## config.mk

```make
export PLATFORM = sky130hd
export DESIGN_NAME = mm_seq_ctrl
export DESIGN_NICKNAME = d
export VERILOG_FILES = /design/src/rtl/mm_seq_pkg.sv /design/src/rtl/bram_row_loader.sv /design/src/rtl/mm_seq_ctrl.sv
export SDC_FILE = /design/constraint.sdc
export NUM_CORES = 1
export LEC_CHECK = 0
export CAP_MARGIN = 20
export CORE_AREA = 2 2 188 190
export CTS_CLUSTER_SIZE = 24
export DETAILED_ROUTE_END_ITERATION = 10
export DIE_AREA = 0 0 190 192
export PLACE_DENSITY_LB_ADDON = 0.1
export RECOVER_POWER = 50
export SLEW_MARGIN = 5
export SYNTH_ARGS = -nofsm -noshare
export SYNTH_HDL_FRONTEND = slang
export SYNTH_HIERARCHICAL = 1
export SYNTH_SLANG_ARGS = --single-unit
```

## constraint.sdc

```tcl
create_clock -name clk -period 4.3 [get_ports clk]
set_input_delay 0.645 -clock clk [delete_from_list [all_inputs] [get_ports clk]]
set_output_delay 0.645 -clock clk [all_outputs]
set_load 0.1 [all_outputs]
```

## src/rtl/mm_seq_pkg.sv

```systemverilog
// Shared encodings and constants for the matrix-multiply sequencer.
// Imported by mm_seq_ctrl; the row loader is generic and does not need it.
package mm_seq_pkg;

    typedef enum logic [2:0] {
        ST_IDLE   = 3'd0,
        ST_LOAD_A = 3'd1,
        ST_LOAD_W = 3'd2,
        ST_START  = 3'd3,
        ST_WAIT   = 3'd4,
        ST_DRAIN  = 3'd5,
        ST_POST   = 3'd6,
        ST_CLEAR  = 3'd7
    } state_t;

    localparam logic [31:0] SP_CMD_OFS    = 32'h0000_0000;
    localparam logic [31:0] SP_STATUS_OFS = 32'h0000_0004;
    localparam logic [31:0] STATUS_DONE   = 32'h0000_0001;
    localparam logic [3:0]  BYTE_EN_ALL   = 4'hF;

endpackage

```

## src/rtl/bram_row_loader.sv

```systemverilog
// Streams ROWS*WPR consecutive 32-bit words from a 1-cycle-latency BRAM and
// emits each assembled row as a one-cycle strobe; runs while start_i is held.
module bram_row_loader #(
    parameter int ROWS = 8,
    parameter int WPR  = 2,
    localparam int IDXW = (ROWS > 1) ? $clog2(ROWS) : 1
) (
    input  logic                 clk,
    input  logic                 reset,
    input  logic                 start_i,
    input  logic [31:0]          rd_data_i,
    output logic                 rd_en_o,
    output logic [31:0]          rd_addr_o,
    output logic [32*WPR-1:0]    row_data_o,
    output logic                 row_valid_o,
    output logic [IDXW-1:0]      row_idx_o,
    output logic                 done_o
);

    localparam int TOTAL = ROWS * WPR;
    localparam int CW    = $clog2(TOTAL + 1);
    localparam int WW    = (WPR > 1) ? $clog2(WPR) : 1;

    logic [CW-1:0]          issueCnt_q;
    logic                   issuedAll_q;
    logic                   pend_q;
    logic [WW-1:0]          wordCnt_q;
    logic [IDXW-1:0]        rowCnt_q;
    logic [WPR-1:0][31:0]   rowBuf_q;
    logic [WPR-1:0][31:0]   merged;
    logic                   issuing;
    logic                   lastWord;

    assign issuing  = start_i & ~issuedAll_q;
    assign lastWord = pend_q && (wordCnt_q == WW'(WPR - 1));

    // Dropping start_i rewinds everything so the next phase starts at word 0.
    always_ff @(posedge clk or posedge reset) begin
        if (reset) begin
            issueCnt_q  <= '0;
            issuedAll_q <= 1'b0;
            pend_q      <= 1'b0;
            wordCnt_q   <= '0;
            rowCnt_q    <= '0;
            rowBuf_q    <= '0;
        end else if (!start_i) begin
            issueCnt_q  <= '0;
            issuedAll_q <= 1'b0;
            pend_q      <= 1'b0;
            wordCnt_q   <= '0;
            rowCnt_q    <= '0;
        end else begin
            pend_q <= issuing;
            if (issuing) begin
                issueCnt_q <= issueCnt_q + 1'b1;
                if (issueCnt_q == CW'(TOTAL - 1)) begin
                    issuedAll_q <= 1'b1;
                end
            end
            if (pend_q) begin
                rowBuf_q[wordCnt_q] <= rd_data_i;
                if (lastWord) begin
                    wordCnt_q <= '0;
                    rowCnt_q  <= rowCnt_q + 1'b1;
                end else begin
                    wordCnt_q <= wordCnt_q + 1'b1;
                end
            end
        end
    end

    // The final word of a row is taken straight from the bus so the strobe
    // lands in the same cycle that word returns.
    always_comb begin
        merged          = rowBuf_q;
        merged[WPR-1]   = rd_data_i;
        row_data_o      = lastWord ? merged : '0;
    end

    assign row_valid_o = lastWord;
    assign row_idx_o   = lastWord ? rowCnt_q : '0;
    assign done_o      = lastWord && (rowCnt_q == IDXW'(ROWS - 1));
    assign rd_en_o     = issuing;
    assign rd_addr_o   = issuing ? (32'(issueCnt_q) << 2) : 32'd0;

endmodule

```

## src/rtl/mm_seq_ctrl.sv

```systemverilog
// Top-level sequencer for the systolic matrix-multiply engine: polls the host
// command word, loads A/W tiles, runs the array, drains results, posts status.
module mm_seq_ctrl
    import mm_seq_pkg::*;
#(
    parameter int ARRAY_N   = 8,
    parameter int ARRAY_M   = 8,
    parameter int ACT_WIDTH = 8,
    parameter int WGT_WIDTH = 8,
    parameter int OUT_WIDTH = 32,
    parameter int WPR       = ARRAY_N * ACT_WIDTH / 32
) (
    input  logic                              clk,
    input  logic                              reset,
    output logic [31:0]                       addr_sp_bram,
    output logic                              enable_sp_bram,
    input  logic [31:0]                       data_out_sp_bram,
    output logic [3:0]                        w_enable_sp_bram,
    output logic [31:0]                       data_in_sp_bram,
    output logic [31:0]                       addr_a_bram,
    output logic                              enable_a_bram,
    input  logic [31:0]                       data_out_a_bram,
    output logic [31:0]                       addr_w_bram,
    output logic                              enable_w_bram,
    input  logic [31:0]                       data_out_w_bram,
    output logic [31:0]                       addr_o_bram,
    output logic                              enable_o_bram,
    output logic [3:0]                        w_enable_o_bram,
    output logic [31:0]                       data_in_o_bram,
    output logic [ARRAY_N*ACT_WIDTH-1:0]      act_row_data,
    output logic                              act_row_valid,
    output logic [$clog2(ARRAY_N)-1:0]        act_row_idx,
    output logic [ARRAY_M*WGT_WIDTH-1:0]      wgt_row_data,
    output logic                              wgt_row_valid,
    output logic [$clog2(ARRAY_M)-1:0]        wgt_row_idx,
    output logic                              compute_start,
    input  logic                              compute_done,
    output logic                              res_rd_en,
    output logic [$clog2(ARRAY_N*ARRAY_M)-1:0] res_rd_idx,
    input  logic [OUT_WIDTH-1:0]              res_rd_data,
    output logic                              busy,
    output logic [5:0]                        DEBUG_state
);

    localparam int NM    = ARRAY_N * ARRAY_M;
    localparam int DW    = $clog2(NM + 1);
    localparam int RIW   = $clog2(NM);
    localparam int WPR_W = ARRAY_M * WGT_WIDTH / 32;

    state_t          state_q, state_d;
    logic            live_q;
    logic            spValid_q;
    logic            spStart_q;
    logic [DW-1:0]   drainCnt_q;
    logic            wrPend_q;
    logic [RIW-1:0]  wrIdx_q;
    logic            doneA, doneW;
    logic            unusedSpBits;

    assign unusedSpBits = ^data_out_sp_bram[31:1];

    bram_row_loader #(.ROWS(ARRAY_N), .WPR(WPR)) u_load_a (
        .clk(clk), .reset(reset), .start_i(state_q == ST_LOAD_A),
        .rd_data_i(data_out_a_bram), .rd_en_o(enable_a_bram), .rd_addr_o(addr_a_bram),
        .row_data_o(act_row_data), .row_valid_o(act_row_valid),
        .row_idx_o(act_row_idx), .done_o(doneA)
    );

    bram_row_loader #(.ROWS(ARRAY_M), .WPR(WPR_W)) u_load_w (
        .clk(clk), .reset(reset), .start_i(state_q == ST_LOAD_W),
        .rd_data_i(data_out_w_bram), .rd_en_o(enable_w_bram), .rd_addr_o(addr_w_bram),
        .row_data_o(wgt_row_data), .row_valid_o(wgt_row_valid),
        .row_idx_o(wgt_row_idx), .done_o(doneW)
    );

    // spValid_q marks poll data that came from a genuine IDLE read, so the
    // read-first word returned by the CLEAR write is never mistaken for a start.
    always_ff @(posedge clk or posedge reset) begin
        if (reset) begin
            state_q    <= ST_IDLE;
            live_q     <= 1'b0;
            spValid_q  <= 1'b0;
            spStart_q  <= 1'b0;
            drainCnt_q <= '0;
            wrPend_q   <= 1'b0;
            wrIdx_q    <= '0;
        end else begin
            state_q    <= state_d;
            live_q     <= 1'b1;
            spValid_q  <= (state_q == ST_IDLE) && live_q;
            spStart_q  <= (state_q == ST_IDLE) && spValid_q && data_out_sp_bram[0];
            drainCnt_q <= (state_q == ST_DRAIN) ? drainCnt_q + 1'b1 : '0;
            wrPend_q   <= res_rd_en;
            wrIdx_q    <= res_rd_idx;
        end
    end

    always_comb begin
        state_d          = state_q;
        addr_sp_bram     = 32'd0;
        enable_sp_bram   = 1'b0;
        w_enable_sp_bram = 4'h0;
        data_in_sp_bram  = 32'd0;
        addr_o_bram      = 32'd0;
        enable_o_bram    = 1'b0;
        w_enable_o_bram  = 4'h0;
        data_in_o_bram   = 32'd0;
        compute_start    = 1'b0;
        res_rd_en        = 1'b0;
        res_rd_idx       = '0;
        case (state_q)
            ST_IDLE: begin
                addr_sp_bram   = SP_CMD_OFS;
                enable_sp_bram = live_q;
                if (spStart_q) state_d = ST_LOAD_A;
            end
            ST_LOAD_A: if (doneA) state_d = ST_LOAD_W;
            ST_LOAD_W: if (doneW) state_d = ST_START;
            ST_START: begin
                compute_start = 1'b1;
                state_d       = ST_WAIT;
            end
            ST_WAIT: if (compute_done) state_d = ST_DRAIN;
            ST_DRAIN: begin
                if (drainCnt_q < DW'(NM)) begin
                    res_rd_en  = 1'b1;
                    res_rd_idx = drainCnt_q[RIW-1:0];
                end
                if (wrPend_q) begin
                    enable_o_bram   = 1'b1;
                    w_enable_o_bram = BYTE_EN_ALL;
                    addr_o_bram     = 32'(wrIdx_q) << 2;
                    data_in_o_bram  = res_rd_data;
                end
                if (drainCnt_q == DW'(NM)) state_d = ST_POST;
            end
            ST_POST: begin
                addr_sp_bram     = SP_STATUS_OFS;
                enable_sp_bram   = 1'b1;
                w_enable_sp_bram = BYTE_EN_ALL;
                data_in_sp_bram  = STATUS_DONE;
                state_d          = ST_CLEAR;
            end
            ST_CLEAR: begin
                addr_sp_bram     = SP_CMD_OFS;
                enable_sp_bram   = 1'b1;
                w_enable_sp_bram = BYTE_EN_ALL;
                state_d          = ST_IDLE;
            end
            default: state_d = ST_IDLE;
        endcase
    end

    assign busy        = (state_q != ST_IDLE);
    assign DEBUG_state = {3'b000, state_q};

endmodule

```

After elaboration in Yosys (flattened, before gate mapping):

Index checks and enable logic that the tools add are counted.
Widths: inputs -> output; s select.

* logic and storage cells: 141
* output and inout port bits: 355
* register bits after elaboration: 170
* input bits: 131

* $lt $le $gt $ge: 5
* bitwise logic cells: 4
* muxes and demuxes: 60
* $add $sub $neg: 7
* equal/unequal tests: 25
* reductions and logical operators: 19

Operators by type and width (number)
* $bwmux 64: 2
* $mux 32: 4
* $mux 64: 2
* $demux 32 s1: 2
* $mux 3: 14
* $ne 2x2->1 const B: 12
* $pmux 3 s8: 1
* $mux 7: 3
* $mux 1: 20
* $mux 5: 4
* $eq 3x3->1 const B: 6
* $mux 8: 2
* $mux 4: 3
* $mux 6: 2
* $reduce_and 2->1: 6
* $add 5x1->5 const B: 2
* $eq 5x4->1 const B: 2
* $logic_and 1x1->1: 9
* $add 7x1->7 const B: 1
* $eq 7x7->1 const B: 1
* $lt 7x7->1 const B: 1
* $add 3x1->3 const B: 2
* $eq 3x2->1 const B: 2
* $reduce_and 5->1: 1
* other kinds (11): 16

Logic depth before layout (Yosys ltp):

Gate-level depths: netlist of run 1.

* word-level depth: 5
* mapped depth: 7
* gate-level depth less buffers: 6

Cells and area by module:

The synthesis of run 1 kept the hierarchy.

Modules (own cells, without submodules)
* bram_row_loader: cells each 231, instances 2, seq. area each 1076.0 um^2, area each 2477.4 um^2
* mm_seq_ctrl: cells each 225, instances 1, seq. area each 500.5 um^2, area each 1885.6 um^2

Worst setup path after synthesis of run 1:

No wires, ideal clock.

* path kind: register to output
* start point: register state_q[1]
* end point: output port addr_w_bram[2]
* data required time: 3.655 ns
* path buffers: 0
* cell stages (with the launch flop): 5
* arrival time: 4.024 ns
* path slack: -0.369 ns
* cells stage by stage: dfrtp_1 or2b_4 nor2_1 nor2b_1 and2_1

* longest elaborated chain between the ends: 3

Ends and longest elaborated chain
* start, declared: line mm_seq_ctrl.sv:50 `state_t state_q, state_d;`
* start signal, assigned: line mm_seq_ctrl.sv:88 `state_q <= state_d;`
* $eq 3x2->1: line mm_seq_ctrl.sv:70 `.clk(clk), .reset(reset), .start_i(state_q == ST_LOAD_W),`
* $and 1x1->1: line bram_row_loader.sv:34 `assign issuing = start_i & ~issuedAll_q;`
* net enable_w_bram: line mm_seq_ctrl.sv:24 `output logic enable_w_bram,`
* $mux 7: line bram_row_loader.sv:84 `assign rd_addr_o = issuing ? (32'(issueCnt_q) << 2) : 32'd0;`
* end, declared: line mm_seq_ctrl.sv:23 `output logic [31:0] addr_w_bram,`

The timed path passes the listed nets, and every way through them passes these cells.

Worst setup path in the final report of run 1:

* start point: register state_q[0]
* end point: register u_load_a.rowBuf_q, in the netlist u_load_a/merged[4]

* longest elaborated chain between the ends: 2

Ends and longest elaborated chain
* $eq 3x1->1: line mm_seq_ctrl.sv:63 `.clk(clk), .reset(reset), .start_i(state_q == ST_LOAD_A),`
* $reduce_and 2->1 (no line)
* end signal, assigned by index: line bram_row_loader.sv:61 `rowBuf_q[wordCnt_q] <= rd_data_i;`
* end, declared: line bram_row_loader.sv:29 `logic [WPR-1:0][31:0] rowBuf_q;`

Every way passes these cells.
A chain may end at the register's enable or synchronous reset.

==> flow_summary_export.csv, run 1 <==
group,metric,value,unit
outcome,status,"finished with violations",
outcome,violations,"max-capacitance violations, max-slew violations",
setup_path,critPathArrivalTime,3.67,ns
hold_path,min_path_type,"reg2reg",
clock_tree,cts_setup_buffers,0,
global_routing,track_usage,12.0,%
route,drt_iter0_drc,216,
logic_synthesis,async_flop_share,100,%
logic_synthesis,synthTopCellsByArea,"dfrtp_1 39%, buf_4 17%, and3_1 13%",
logic_synthesis,syn_area,0.00684,sq mm
setup_path,crit_type,"reg2reg",
clock_tree,path_clk_slew,0.08,ns
logic_synthesis,synth_top_cell_area_share,38.8,%
placed_design,dpl_cell_area,0.00975,sq mm
global_routing,grt_max_degree,60,
logic_synthesis,syn_avg_cell_area,9.96,sq um
route,drc,0,
logic_synthesis,synth_cells,687,
setup_path,path_buf_inv,1,
logic_synthesis,yosysSeqAreaShare,38.8,%
clock_tree,tritoncts,"done",
setup_path,required,4.53,ns
power_and_ir_drop,ir_worst_vdd,0.520,mV
power_and_ir_drop,p_leak,5.19,nW
setup_path,slowest_delay,1.25,ns
clock_tree,cts_sinks,106,
logic_synthesis,synth-edff-count,0,
timing,finalCritPeriodShare,80.0,%
setup_path,cp.depth,5,
setup_path,crit_fanout,32,
clock_tree,htreeDepth,3,
cells_and_area,antenna_cells,0,
timing,worst_pin_slew,2.52,ns
placed_design,port_buffers,309,
timing,rsz0062_at_grt,"false",
logic_synthesis,yosys_most_used_dff,"dfrtp_1",
timing,fin_crit,3.44,ns
cells_and_area,final_nets,1102,
clock_tree,cts_hold_buffers,0,
placed_design,dp_hpwl,17800,um
global_routing,grt_pass1_wl,32800,um
timing,setup_violations,0,
cells_and_area,syn2layout_area_growth,46.2,%
global_routing,grt_overflow,0,
die,fp-row-count,68,
cells_and_area,fill_cells,3658,
die,die_w,190,um
die,initial_utilization,19.9,%
placed_design,dp.cells,1404,
route,ant_nets,0,
timing,finClkSkew,0.0128,ns
setup_path,slowest_stage,"nand3b_1",
clock_tree,clk_latency,0.35,ns
die,core_region_area,0.0343,sq mm
placed_design,pre_cts_slack,1.40,ns
timing,timing.final.ws_setup,0.861,ns
cells_and_area,drive_gt1_share,29.2,%
cells_and_area,fin_util,29.2,%
die,io-pin-count,486,
route,firstDrtPassIters,4,
cells_and_area,final_cell_mix,"160 x buf_4, 146 x conb_1, 140 x and3_1, 110 x clkdlybuf4s50_1, 106 x dfrtp_1",
clock_tree,cts_resized,0,
route,vias,5260,
route,viasPerCell,3.70,
cells_and_area,stdcell_area,0.0100,sq mm
timing,fin_setup_tns,0,ns
power_and_ir_drop,power_density,512,mW/mm^2
die,floorplan.die.height,192,um
clock_tree,clockRootBuffer,"clkbuf_16",
logic_synthesis,synth_top_area_cell,"dfrtp_1",
placed_design,gp_congestion,0.729,
cells_and_area,finalNonFillerCells,1421,
route,wl_per_cell,16.0,um
setup_path,critPathTopFamily,"simple AND/OR/NAND/NOR gates",
clock_tree,clock_tree.buffer_depth,2,
setup_path,rr_worst_depth,5,
timing,maxSlewHeadroom,-68.1,%
global_routing,grt_pass1_vias,4957,
logic_synthesis,synth-seq-cells,106,
die,die-area,0.0365,sq mm
hold_path,worstHoldPathCells,1,
logic_synthesis,yosys_warnings,6,
route,totalWireLength,22800,um
setup_path,path_cells,"or2b_1 -> nor2_1 -> clkbuf_1 -> nand3b_1 -> mux2_1",
flow_run,maxCapViolCount,3,
clock_tree,cts_buffers,9,
cells_and_area,final_common_cell,"buf_4",
timing,timing.hold.ws,0.472,ns
setup_path,end_kind,"flip-flop",
global_routing,antenna_found_initial,0,
timing,max_freq,291,MHz
power_and_ir_drop,total_power,5.12,mW
timing,hold_violations,0,
timing,drv_slew,110,
logic_synthesis,ys_types,40,
setup_path,setup.worst_path.start_class,"flip-flop",
Yosys cell counts (all sizes together) (2+ instances only):
library cell    n
dfrtp         106
buf           166
nand3           2
xnor2          12
nor2           15
o21a            2
o21ai           4
mux2i           3
nor3            3
ha             10
and2           67
a21boi          4
nand4b          2
or2b            2
nand2          14
nand2b          2
and3          140
conb            4
nand3b          3
inv            13
nor2b           4
clkbuf         33
mux2           64
xor2            4
layout make-up:
type | instances | area (sq um) | area share, %
clock buffer | 11 | 233 | 2.33
clock inverter | 5 | 62.6 | 0.625
inverter | 13 | 48.8 | 0.488
multi-input combinational | 511 | 3220 | 32.2
sequential | 106 | 2650 | 26.5
tap | 455 | 569 | 5.69
timing repair buffer | 320 | 3220 | 32.2
flip-flops by register name, summed over array words and instances, names as in the netlist, 3 cells and up:
signal,count
wrIdx_q,6
u_load_a/issueCnt_q,5
u_load_w/issueCnt_q,5
drainCnt_q,7
u_load_w/rowCnt_q,3
u_load_a/merged,32
state_q,3
u_load_w/merged,32
u_load_a/rowCnt_q,3
metal layers:
layer	up-vias	track usage [%]	wire (um)
met5	-	0	0
met4	0	3.10	298
met2	192	23.1	12800
met1	2528	13.6	8750
met3	12	1.94	921
li1	2528	-	-
worst register-to-register path: stages (launching register included):
cell and delay (ns):
dfrtp_1 0.50, or2b_1 0.30, nor2_1 0.09, clkbuf_1 0.39, nand3b_1 1.25, mux2_1 0.79
kinds of logic after synthesis:
group | synth area share (%)
other cells | 0.219
xor+xnor | 2.05
fa+ha+maj | 1.83
mux | 11.2
flops | 38.8
compound gates | 1.72
simple gates | 22.9
buf+inv | 21.3
power by group:
group | total [mW] | internal [mW] | switching, mW
Clock | 0.858 | 0.457 | 0.401
Sequential | 1.54 | 1.33 | 0.212
Combinational | 2.72 | 0.737 | 1.98
worst paths after layout:
check / slack, ns / start / end
setup / recovery: 0.86 / state_q[0] / u_load_a/merged[4]
hold / removal: 0.47 / spValid_q / spStart_q
setup reg to reg: 0.86 / state_q[0] / u_load_a/merged[4]
hold reg to reg: 0.47 / spValid_q / spStart_q
max in group asynchronous: 1.11 / reset / u_load_a/merged[5]
min in group asynchronous: 0.89 / reset / u_load_w/issueCnt_q[1]
Power figures use the tool's default switching activity.
==> run 2: changes to the inputs <==
Clock period 4.3 ns to 3.5 ns, I/O delays scaled along.
==> run 2 against run 1 <==
The run now ends clean. Via count increased by 0.91%. Die area is the same. Register-to-register slack worse by 0.20 ns. Sequential share of layout area down 0.36 points. Core utilization up 0.40 points. Critical path depth up 1.
==> flow_summary_export.csv, run 2 (same netlist as run 1, synthesis figures left out) <==
group,metric,value,unit
outcome,status,"finished, final reports clean",
setup_path,crit_fanout,12,
cells_and_area,final_common_cell,"conb_1",
setup_path,required,2.97,ns
setup_path,cp-startpoint,"state_q[1]",
global_routing,grt_pass1_vias,4799,
setup_path,cp.depth,6,
clock_tree,htreeDepth,3,
placed_design,dp_hpwl,17400,um
cells_and_area,antenna_cells,0,
die,die_w,190,um
clock_tree,clk_latency,0.36,ns
clock_tree,cts_sinks,106,
placed_design,port_buffers,309,
power_and_ir_drop,power_density,612,mW/mm^2
die,io-pin-count,486,
timing,worst_pin_slew,1.25,ns
timing,drv_slew,0,
route,ant_nets,0,
die,fp-row-count,68,
power_and_ir_drop,ir_worst_vdd,0.489,mV
setup_path,slowest_stage,"dfrtp_1",
timing,rsz0062_at_grt,"false",
cells_and_area,finalNonFillerCells,1420,
route,drc,0,
global_routing,grt_max_degree,72,
timing,setup_violations,0,
power_and_ir_drop,total_power,6.20,mW
timing,max_freq,345,MHz
route,wl_per_cell,15.8,um
setup_path,critPathTopFamily,"simple AND/OR/NAND/NOR gates",
global_routing,grt_overflow,0,
clock_tree,clock_tree.buffer_depth,2,
setup_path,rrSetupSlack,0.66,ns
clock_tree,path_clk_slew,0.07,ns
clock_tree,cts_buffers,9,
cells_and_area,final_cell_mix,"146 x conb_1, 141 x buf_4, 140 x and3_1, 106 x dfrtp_1, 100 x clkdlybuf4s50_1",
timing,fin_crit,2.90,ns
clock_tree,clockRootBuffer,"clkbuf_16",
hold_path,min_path_type,"reg2reg",
clock_tree,cts_hold_buffers,0,
setup_path,critPathArrivalTime,2.37,ns
die,core_region_area,0.0343,sq mm
die,die-area,0.0365,sq mm
global_routing,grt_pass1_wl,31800,um
clock_tree,cts_setup_buffers,0,
clock_tree,tritoncts,"done",
route,drt_iter0_drc,176,
placed_design,dp.cells,1404,
cells_and_area,drive_gt1_share,30.6,%
global_routing,antenna_found_initial,0,
timing,timing.final.ws_setup,0.601,ns
setup_path,r2r_end,"u_load_w/merged[4]",
route,vias,5308,
cells_and_area,final_nets,1101,
timing,finalCritPeriodShare,82.8,%
timing,timing.hold.ws,0.478,ns
placed_design,pre_cts_slack,1.16,ns
die,initial_utilization,19.9,%
global_routing,track_usage,11.6,%
setup_path,r2r-start,"state_q[1]",
cells_and_area,fill_cells,3633,
timing,maxSlewHeadroom,17.3,%
setup_path,crit_type,"reg2out",
flow_run,maxCapViolCount,0,
timing,hold_violations,0,
route,viasPerCell,3.74,
setup_path,slowest_delay,0.49,ns
setup_path,rr_worst_depth,5,
setup_path,setup.worst_path.start_class,"flip-flop",
timing,fin_setup_tns,0,ns
setup_path,path_cells,"or2b_1 -> nor2_1 -> clkbuf_1 -> nor2b_4 -> and2_1 -> buf_12",
placed_design,gp_congestion,0.719,
clock_tree,cts_resized,0,
route,totalWireLength,22400,um
cells_and_area,syn2layout_area_growth,48.3,%
die,floorplan.die.height,192,um
setup_path,end_kind,"output port",
timing,finClkSkew,0.0132,ns
setup_path,endpoint,"addr_w_bram[2]",
route,firstDrtPassIters,4,
power_and_ir_drop,p_leak,5.20,nW
setup_path,path_buf_inv,2,
## run 2: cell count changes in the layout (fill, tap and decap cells not counted), sizes merged
cell / before / now
clkinv: 3 / 4
clkdlybuf4s50: 110 / 100
inv: 12 / 14
clkbuf: 16 / 28
clkinvlp: 2 / 0
bufinv: 1 / 0
buf: 204 / 201
## run 2: cell type report
cell class	count	area, sq um	area share, %
clock buffer	11	233	2.29
clock inverter	5	46.3	0.456
inverter	13	48.8	0.481
multi-input combinational	511	3260	32.1
sequential	106	2650	26.2
tap	455	569	5.61
timing repair buffer	319	3340	32.9
## run 2: worst min-delay path by stage
| stage | start | endpoint | slack, ns | cells after the start |
|---|---|---|---|---|
| finish | spValid_q | spStart_q | 0.48 | 1 |
| detailed placement | spValid_q | spStart_q | 0.46 | 1 |
| floorplan | live_q | spValid_q | 0.44 | 1 |
| global route | spValid_q | spStart_q | 0.51 | 1 |
| CTS | spValid_q | spStart_q | 0.48 | 1 |
| global placement | spValid_q | spStart_q | 0.46 | 1 |
## run 2: per-stage QoR
step	area, sq um	utilization [%]
finish	10100	29.6
global route	10100	29.6
CTS	10200	29.9
detailed placement	9960	29.1
global placement	9960	29.1
floorplan	7400	-
## run 2: per-layer routing
| layer | vias up | share of wire [%] | track usage, % |
|---|---|---|---|
| li1 | 2524 | - | - |
| met1 | 2575 | 38 | 13.0 |
| met2 | 197 | 56 | 22.5 |
| met3 | 12 | 4.5 | 1.92 |
| met4 | 0 | 1.1 | 3.07 |
| met5 | - | 0 | 0 |
## run 2: where the power goes
part	switching (mW)	total (mW)	internal, mW
Clock	0.495	0.993	0.498
Combinational	2.48	3.36	0.874
Sequential	0.219	1.85	1.64
==> run 3: changes to the inputs <==
Clock period 3.5 ns to 2.8 ns, I/O delays scaled along.
==> run 3 against run 2 <==
Sequential share of layout area shrank 2.5 points. Routed wire length grew 10%. Non-clock buffer count grew 3. Global-route usage grew 1.5 points. Total power grew 28%. Critical endpoint is now act_row_data[27].
==> flow_summary_export.csv, run 3 (same netlist as run 1, synthesis figures left out) <==
group,metric,value,unit
outcome,status,"finished, final reports clean",
die,fp-row-count,68,
timing,finClkSkew,0.0166,ns
global_routing,grt_pass1_wl,35500,um
timing,timing.final.ws_setup,0.316,ns
clock_tree,tritoncts,"done",
power_and_ir_drop,p_switching,4.08,mW
cells_and_area,fin_util,32.7,%
clock_tree,cts_resized,0,
setup_path,r2r_end,"u_load_a/merged[29]",
die,io-pin-count,486,
power_and_ir_drop,p_seq_share,29.2,%
route,vias,5337,
power_and_ir_drop,p_leak,5.54,nW
power_and_ir_drop,total_power,7.96,mW
global_routing,track_usage,13.1,%
setup_path,end_kind,"output port",
flow_run,maxCapViolCount,0,
setup_path,rrSetupSlack,0.63,ns
placed_design,port_buffers,309,
route,wl_per_cell,17.4,um
clock_tree,path_clk_slew,0.07,ns
die,floorplan.die.height,192,um
timing,max_freq,403,MHz
placed_design,pre_cts_slack,0.656,ns
setup_path,setup.worst_path.start_class,"flip-flop",
hold_path,worstHoldPathCells,1,
power_and_ir_drop,swShare,51.3,%
route,firstDrtPassIters,4,
power_and_ir_drop,p_int,3.87,mW
clock_tree,clock_tree.buffer_depth,2,
setup_path,crit_type,"reg2out",
clock_tree,cts_setup_buffers,0,
power_and_ir_drop,ir_worst_vdd,0.708,mV
timing,drv_slew,0,
timing,timing.hold.ws,0.477,ns
setup_path,rr_worst_depth,5,
hold_path,hold_start,"spValid_q",
hold_path,holdPathEnd,"spStart_q",
die,die_w,190,um
timing,fin_setup_tns,0,ns
global_routing,grt_overflow,0,
route,totalWireLength,24700,um
timing,finalCritPeriodShare,88.7,%
cells_and_area,antenna_cells,0,
die,core_region_area,0.0343,sq mm
clock_tree,cts_hold_buffers,0,
route,drc,0,
global_routing,antenna_found_initial,2,
hold_path,min_path_type,"reg2reg",
placed_design,gp_congestion,0.699,
route,viasPerCell,3.75,
clock_tree,clockRootBuffer,"clkbuf_16",
route,ant_nets,0,
global_routing,grt_max_degree,72,
timing,rsz0062_at_grt,"false",
timing,fin_crit,2.48,ns
power_and_ir_drop,power_density,709,mW/mm^2
clock_tree,clk_latency,0.36,ns
route,drt_iter0_drc,179,
clock_tree,cts_sinks,106,
cells_and_area,syn2layout_area_growth,64.1,%
cells_and_area,final_nets,1104,
setup_path,critPathArrivalTime,2.06,ns
die,initial_utilization,19.9,%
placed_design,dp_hpwl,19200,um
timing,worst_pin_slew,1.26,ns
timing,hold_violations,0,
power_and_ir_drop,pwr-share-clk,16.0,%
cells_and_area,final_cell_mix,"148 x buf_12, 146 x conb_1, 140 x and3_1, 104 x dfrtp_1, 98 x clkdlybuf4s50_1",
die,die-area,0.0365,sq mm
setup_path,crit_fanout,71,
cells_and_area,drive_gt1_share,33.8,%
setup_path,r2r-start,"state_q[0]",
power_and_ir_drop,p_comb_share,54.8,%
clock_tree,htreeDepth,3,
clock_tree,cts_buffers,9,
setup_path,required,2.38,ns
timing,setup_violations,0,
cells_and_area,final_common_cell,"buf_12",
global_routing,grt_pass1_vias,5235,
timing,maxSlewHeadroom,16.6,%
[run 3: changes by cell type in the layout (fill, tap and decap cells not counted), moves of 4 or more]
cell	change
clkbuf_1	-10
mux2_1	-4
buf_4	-130
and2_2	+4
mux2_4	+4
buf_12	+88
and2_4	+7
and2_1	-11
clkbuf_2	+54
[run 3: worst max-delay path: stages, from the launching register on]
cell and delay (ns):
dfrtp_1 0.33, clkbuf_4 0.60, and3_1 0.25, clkbuf_2 0.47
[run 3: worst max-delay path by stage]
stage / cells after the start / slack, ns / to / start
detailed placement: 5 / 0.66 / u_load_w/merged[4] / state_q[0]
floorplan: 4 / -0.13 / addr_w_bram[2] / state_q[1]
CTS: 5 / 0.37 / res_rd_idx[3] / state_q[1]
finish: 3 / 0.32 / act_row_data[27] / u_load_a/pend_q
global placement: 5 / 0.65 / u_load_a/merged[3] / state_q[1]
global route: 5 / 0.19 / res_rd_idx[3] / state_q[1]
[run 3: layer usage]
layer / up-vias / GRT usage (%) / wire length (um)
met4: 0 / 3.22 / 242
li1: 2525 / - / -
met2: 197 / 25.1 / 13800
met3: 13 / 1.75 / 1060
met1: 2602 / 15.3 / 9640
met5: - / 0 / 0
[run 3: final cells by class]
type	instances	area, sq um
timing repair buffer	322	4350
multi-input combinational	511	3320
clock buffer	9	225
sequential	106	2660
clock inverter	7	58.8
fill	3487	23100
tap	455	569
inverter	13	48.8
[run 3: power by group through the flow]
| stage | clock network [mW] | logic, mW | registers [mW] |
|---|---|---|---|
| 2_1_floorplan | 0 | 3.48 | 2.40 |
| 3_3_place_gp | 0 | 4.57 | 2.34 |
| 3_5_place_dp | 0 | 4.58 | 2.37 |
| 4_1_cts | 1.35 | 4.59 | 2.33 |
| 5_1_grt | 1.39 | 4.59 | 2.40 |
| 6_report | 1.27 | 4.36 | 2.32 |
[run 3: metrics by stage]
step | instance area, sq um | std cells
floorplan | 7450 | 829
global placement | 11800 | 1407
detailed placement | 11800 | 1407
CTS | 12100 | 1423
global route | 11200 | 1423
finish | 11200 | 1423
